`src/rtl/shift_deserializer.sv`:
```
// Serial-to-parallel receiver: framed serial bits into an N-bit word behind a valid/ready holding register.
// Optional even-parity bit per frame when SHIFT_DESER_PARITY_EN is defined.
module shift_deserializer #(
  parameter int unsigned N = 8
) (
  input  logic         clk,
  input  logic         reset,
  input  logic         frame_start,
  input  logic         serial_in,
  input  logic         bit_valid,
  input  logic         shift_dir,
  input  logic         out_ready,
  output logic [N-1:0] data_out,
  output logic         out_valid,
  output logic         busy,
  output logic         overrun,
  output logic         parity_err
);

  localparam int unsigned CW = $clog2(N + 1);

`ifdef SHIFT_DESER_PARITY_EN
  typedef enum logic [1:0] {IDLE, SHIFT, PARITY} state_t;
`else
  typedef enum logic {IDLE, SHIFT} state_t;
`endif

  state_t        state_q, state_d;
  logic [N-1:0]  sr_q, sr_d;
  logic [CW-1:0] cnt_q, cnt_d;
  logic          dir_q, dir_d;

  logic [N-1:0]  sr_base_c;
  logic          dir_use_c;
  logic [N-1:0]  shifted_c;
  logic          done_c;
  logic [N-1:0]  word_c;
  logic          perr_c;

  // A frame_start cycle shifts into a cleared register using the newly presented direction.
  always_comb begin
    sr_base_c = frame_start ? '0 : sr_q;
    dir_use_c = frame_start ? shift_dir : dir_q;
    if (dir_use_c) begin
      shifted_c = {serial_in, sr_base_c[N-1:1]};
    end else begin
      shifted_c = {sr_base_c[N-2:0], serial_in};
    end
  end

  always_ff @(posedge clk or posedge reset) begin
    if (reset) begin
      state_q <= IDLE;
      sr_q    <= '0;
      cnt_q   <= '0;
      dir_q   <= 1'b0;
      busy    <= 1'b0;
    end else begin
      state_q <= state_d;
      sr_q    <= sr_d;
      cnt_q   <= cnt_d;
      dir_q   <= dir_d;
      busy    <= (state_d != IDLE);
    end
  end

  // Next-state and frame completion detection.
  always_comb begin
    state_d = state_q;
    sr_d    = sr_q;
    cnt_d   = cnt_q;
    dir_d   = dir_q;
    done_c  = 1'b0;
    word_c  = sr_q;
    perr_c  = 1'b0;

    if (frame_start) begin
      state_d = SHIFT;
      dir_d   = shift_dir;
      sr_d    = bit_valid ? shifted_c : '0;
      cnt_d   = bit_valid ? CW'(1) : '0;
    end else begin
      case (state_q)
        SHIFT: begin
          if (bit_valid) begin
            sr_d  = shifted_c;
            cnt_d = cnt_q + CW'(1);
            if (cnt_q == CW'(N - 1)) begin
`ifdef SHIFT_DESER_PARITY_EN
              state_d = PARITY;
`else
              done_c  = 1'b1;
              word_c  = shifted_c;
              state_d = IDLE;
              cnt_d   = '0;
`endif
            end
          end
        end
`ifdef SHIFT_DESER_PARITY_EN
        PARITY: begin
          if (bit_valid) begin
            done_c  = 1'b1;
            word_c  = sr_q;
            perr_c  = (^sr_q) ^ serial_in;
            state_d = IDLE;
            cnt_d   = '0;
          end
        end
`endif
        default: begin
        end
      endcase
    end
  end

  // Holding register: a completed word is dropped only if the held one is not being consumed.
  always_ff @(posedge clk or posedge reset) begin
    if (reset) begin
      data_out   <= '0;
      out_valid  <= 1'b0;
      overrun    <= 1'b0;
      parity_err <= 1'b0;
    end else if (done_c) begin
      if (out_valid && !out_ready) begin
        overrun <= 1'b1;
      end else begin
        data_out   <= word_c;
        out_valid  <= 1'b1;
        parity_err <= perr_c;
      end
    end else if (out_valid && out_ready) begin
      out_valid <= 1'b0;
    end
  end

endmodule

```
`config.mk`:
```
export PLATFORM = sky130hd
export DESIGN_NAME = shift_deserializer
export DESIGN_NICKNAME = d
export VERILOG_FILES = /design/src/rtl/shift_deserializer.sv
export SDC_FILE = /design/constraint.sdc
export NUM_CORES = 1
export LEC_CHECK = 0
export CAP_MARGIN = 20
export CELL_PAD_IN_SITES_DETAIL_PLACEMENT = 1
export CELL_PAD_IN_SITES_GLOBAL_PLACEMENT = 2
export CORE_MARGIN = 2
export CORE_UTILIZATION = 30
export DETAILED_ROUTE_END_ITERATION = 6
export PLACE_DENSITY = 0.78
export SYNTH_ARGS = -nofsm -noshare
export SYNTH_HDL_FRONTEND = slang
export SYNTH_SLANG_ARGS = --single-unit
```
`constraint.sdc`:
```
create_clock -name clk -period 1.65 [get_ports clk]
set_input_delay 0.33 -clock clk [delete_from_list [all_inputs] [get_ports clk]]
set_output_delay 0.33 -clock clk [all_outputs]
set_load 0.05 [all_outputs]
```
; After elaboration in Yosys (flattened, before gate mapping)
; Index checks and enable logic that the tools add are counted.
[word_totals]
ff_bits = 24
in_bits = 7
output_inout_bits = 12
word_cells = 48
[op_classes]
addsub = 1
n_eq_ne = 2
n_mux = 27
bitwise_logic = 1
reduce_logical = 10
[ops]
columns = cell, count
row1 = two-way mux 8 bit, 10
row2 = two-way mux 4 bit, 4
row3 = two-way mux 1 bit, 13
row4 = AND reduction 2 bit, 4
row5 = nonzero test 2 bit, 3
row6 = adder 4 x 1 -> 4 bit (second input constant), 1
row7 = == test 4 x 3 -> 1 bit (second input constant), 1
row8 = logical AND 1 bit, 2
row9 = inequality test 2 bit (second input constant), 1
row10 = zero test 1 bit, 1
row11 = inverter 1 bit, 1

; Longest topological paths before layout
; Gate-level depths: netlist of run 1.
[logic_depth]
depth_word = 7
depth_mapped = 5
mapped_depth_nobuf = 4

; Worst setup path before layout of run 1
; Ideal clock, no wire load.
[synth_timing]
path_type = register -> register
from = reg state_q
to = reg data_out[0]
setup_ns = 0.125
arrival_time_ns = 1.682
required_time_ns = 1.525
setup_slack_ns = -0.156
stages_incl_launch_ff = 4
n_path_buf = 0
period_less_slack_ns = 1.806
path_cell_list = dfrtp_1 -> nand2_1 -> nor4_4 -> mux2_2
[synth_via]
elab_chain_cells = 3
elab_cells_between_ends = 5
classes_between = mux: 4 / reduce/logical: 1
[synth_rtl]
columns = element, line_no
row1 = "start, declared", 28  ; state_t state_q, state_d;
row2 = "start signal, assigned", 59  ; state_q <= state_d;
row3 = two-way mux 1 bit, 83  ; case (state_q)
row4 = two-way mux 1 bit, 77  ; if (frame_start) begin
row5 = AND reduction 2 bit (no source line), --
row6 = "end signal, assigned", 128  ; data_out <= word_c;
row7 = "end, declared", 13  ; output logic [N-1:0] data_out,
; Several ways; a longest one is shown, not always the timed one.
; A chain may end at the register's enable or synchronous reset.

; Final worst setup path of run 1
[layout_timing]
from = reg cnt_q[1]
to = reg data_out[7]
[layout_via]
elab_chain_cells = 6
elab_cells_between_ends = 10
classes_between = eq/ne: 1 / mux: 8 / reduce/logical: 1
[layout_rtl]
columns = element, line_no
row1 = "start, declared", 30  ; logic [CW-1:0] cnt_q, cnt_d;
row2 = "start signal, assigned", 61  ; cnt_q <= cnt_d;
row3 = == test 4 x 3 -> 1 bit (*), 88  ; if (cnt_q == CW'(N - 1)) begin
row4 = two-way mux 1 bit, 88
row5 = two-way mux 1 bit, 85  ; if (bit_valid) begin
row6 = two-way mux 1 bit, 83
row7 = two-way mux 1 bit, 77
row8 = AND reduction 2 bit (no source line), --
; Mark *: on every way between the ends. The rest lies on a longest branch, timed or not.

==> metrics.yaml, run 1 <==
hp-class: "primary input to asynchronous set/reset pin"
status: "complete, no violations"
intPower_mw: 1.02
synth.ff_latch_count: 24
cellLeakagePower_nw: 0.713
hold_violations: 0
synth-edff-count: 0
finalMaxSlewViolations: 0
drt_first_pass_iters: 4
power_density_nw_per_um2: 893
design_area_um2: 1490
final_cells: 175
crit_type: "register to register"
rrSetupSlack_ns: 0.08
synth_compound_gate_area_share_pct: 9.38
io_pins: 19
placed_cells: 168
syn-cell-area_um2: 1120
pre_cts_slack_ns: -0.193
die_h_um: 65.1
max_stage_delay_ns: 0.40
comb_power_share_pct: 12.6
area_delta_synth_final_pct: 33.1
syn_nets: 109
dr_total_vias: 842
globalplace.congestion: 0.753
grt_pass1_vias: 873
wl_um: 2600
postPlaceCellArea_um2: 1390
tns_ns: 0
initial_core_util_pct: 30.9
setup_viol: 0
cp_cell_sequence: "ha_2 -> nand3b_1 -> nor4_4 -> buf_6 -> mux2_2"
cts.reportedPaths.clkPinSlew_ns: 0.09
start_kind: "register"
synthMuxAreaShare_pct: 16.4
cts_buffers: 3
setup_slack_ns: 0.0759
pwr-share-clk_pct: 39.4
viasPerCell: 4.81
cts_hold_buffers: 0
min_period_ns: 1.57
cap_violations: 0
holdWs_ns: 0.408
switching_share_pct: 23.8
htreeDepth: 1
peakVddDrop_mv: 0.473
cts.sinks: 24
fin_crit_sh_pct: 95.4
critPathArrivalTime_ns: 1.73
fin_nets: 136
drc: 0
yosysTopAreaCell: "dfrtp_1"
grt_usage_pct: 13.4
p_seq_share_pct: 48.0
fin_skew_ns: 0.00467
drt_first_iter_violations: 5
critical_path.top_delay_family: "flip-flops"
synth_sequential_area_ratio_pct: 53.6
cts_root_buf: "clkbuf_8"
dieWidth_um: 65.1
grt_max_degree: 25
worstPathRequired_ns: 1.81
worstPathMaxFanout: 8
syn_area_per_cell_um2: 11.1
netlist_instances: 101
async_flop_share_pct: 100
yosys_warnings: 0
ys_types: 28
dieArea_um2: 4240
core_area_um2: 3630
synth_top_area_share_pct: 53.6
fmax_ghz: 0.635
antenna_found_initial: 0
synth_simple_gate_area_share_pct: 14.1
drive_gt1_share_pct: 35.4
wl_per_cell_um: 14.9
grt_pass1_wl_um: 4310
p_sw_mw: 0.318
rsz0062_at_grt: "no"
reg2reg_to: "data_out[7]$_DFFE_PP0P_"
clock_latency_ns: 0.27
yosys-top-cells-area: "dfrtp_1, mux2_2, nor2_1"
rr_worst_depth: 5
dpl.hpwl_um: 1820
antennaDiodeCount: 0
synth_xor_area_share_pct: 0.781
critPathSlowestCell: "dfrtp_1"
drtAntennaViolNets: 0
synth_top_family_by_area: "multiplexers"
yosys.area_share.adder_pct: 1.12
path_buf_inv: 1
end_kind: "register"
cts_tree: "yes"
clockBufferDepth: 2
portBuffers: 17
ys.flop_type: "dfrtp_1"
r2r-start: "cnt_q[1]$_DFFE_PP0P_"
row_count: 22
grt_overflow: 0
[sequential cells by signal (all words and copies together), names as in the netlist]
name,cells
cnt_q,4
data_out,8
dir_q,1
out_valid,1
overrun,1
sr_q,8
state_q,1
[tightest hold or removal path: stages]
cell and delay, ns:
clkdlybuf4s50_1 0.40, inv_1 0.05, buf_4 0.31
[power groups by stage]
stage	Clock, mW	Combinational [mW]	Sequential (mW)
after floorplan	0	0.106	0.643
after global placement	0	0.156	0.650
after detailed placement	0	0.159	0.650
after CTS	0.535	0.160	0.639
after global routing	0.560	0.187	0.644
final	0.525	0.168	0.640
[through the flow]
stage,total power [mW],utilization [%]
2_1_floorplan,0.749,-
3_3_place_gp,0.806,38.3
3_5_place_dp,0.810,38.3
4_1_cts,1.33,40.4
5_1_grt,1.39,41.1
6_report,1.33,41.1
[logic make-up after synthesis]
logic type,count (synthesis)
multiplexers,17
adder cells (fa/ha/maj),1
other,1
AND/OR/NAND/NOR,31
buffers and inverters,11
flip-flops,24
AO/OA/AOI/OAI,15
XOR/XNOR,1
[layout make-up]
cell class	instances	area, µm²
Fill cell	411	2140
Sequential cell	24	603
Clock inverter	1	30.0
Clock buffer	3	41.3
Tap cell	48	60.1
Inverter	4	15.0
Timing Repair Buffer	29	262
Multi-Input combinational cell	66	482
[cells in the mapped netlist, types with 2 or more instances]
master and count:
dfrtp_1 24, nor2_1 17, mux2_2 11, a211oi_1 6, mux2i_1 6, inv_1 4, buf_2 3, nand2_1 3
nand3_1 3, o32ai_1 3, a21oi_1 2, clkbuf_1 2, o21ai_0 2
[layout by cell type (no fill, tap or decap), drive strengths merged, types with 2 or more instances in the layout]
master          n
o32ai           3
o21ai           2
buf            23
nor2           17
clkdlybuf4s50   6
a21oi           2
inv             4
nand3           3
mux2           11
a211oi          6
nand2           3
dfrtp          24
mux2i           6
clkbuf          3
[layer usage]
| metal | GRT usage [%] | wire, µm | up-vias |
|---|---|---|---|
| met5 | 0 | 0 | - |
| met4 | 7.03 | 58 | 0 |
| met3 | 1.20 | 60 | 5 |
| met2 | 21.3 | 1250 | 19 |
| met1 | 18.4 | 1240 | 420 |
| li1 | - | - | 398 |
[worst max path at each step]
| stage | startpoint | endpoint | slack [ns] | cells past startpoint |
|---|---|---|---|---|
| after floorplan | out_valid$_DFFE_PP0P_ | data_out[0]$_DFFE_PP0P_ | 0.02 | 3 |
| after global placement | out_ready | data_out[7]$_DFFE_PP0P_ | -0.16 | 5 |
| after detailed placement | out_ready | data_out[2]$_DFFE_PP0P_ | -0.19 | 5 |
| after CTS | cnt_q[1]$_DFFE_PP0P_ | data_out[0]$_DFFE_PP0P_ | 0.02 | 5 |
| after global routing | cnt_q[1]$_DFFE_PP0P_ | data_out[0]$_DFFE_PP0P_ | 0.008 | 5 |
| final | cnt_q[1]$_DFFE_PP0P_ | data_out[7]$_DFFE_PP0P_ | 0.08 | 5 |
[what timing repair did]
| item | CTS | global route |
|---|---|---|
| endpoints found under the setup margin | 2 | 8 |
| setup buffers | 0 | 3 |
| pin swaps | 0 | 1 |
| resized for setup | 1 | 1 |
No activity file was read; power rests on OpenSTA's default activity.
==> run 2: changes to the inputs <==
--- a/config.mk
+++ b/config.mk
@@ -15,3 +15,4 @@
 export SYNTH_ARGS = -nofsm -noshare
 export SYNTH_HDL_FRONTEND = slang
 export SYNTH_SLANG_ARGS = --single-unit
+export TNS_END_PERCENT = 10
==> results of run 2 <==
Final layout, timing and power as in run 1 (identical DEF).
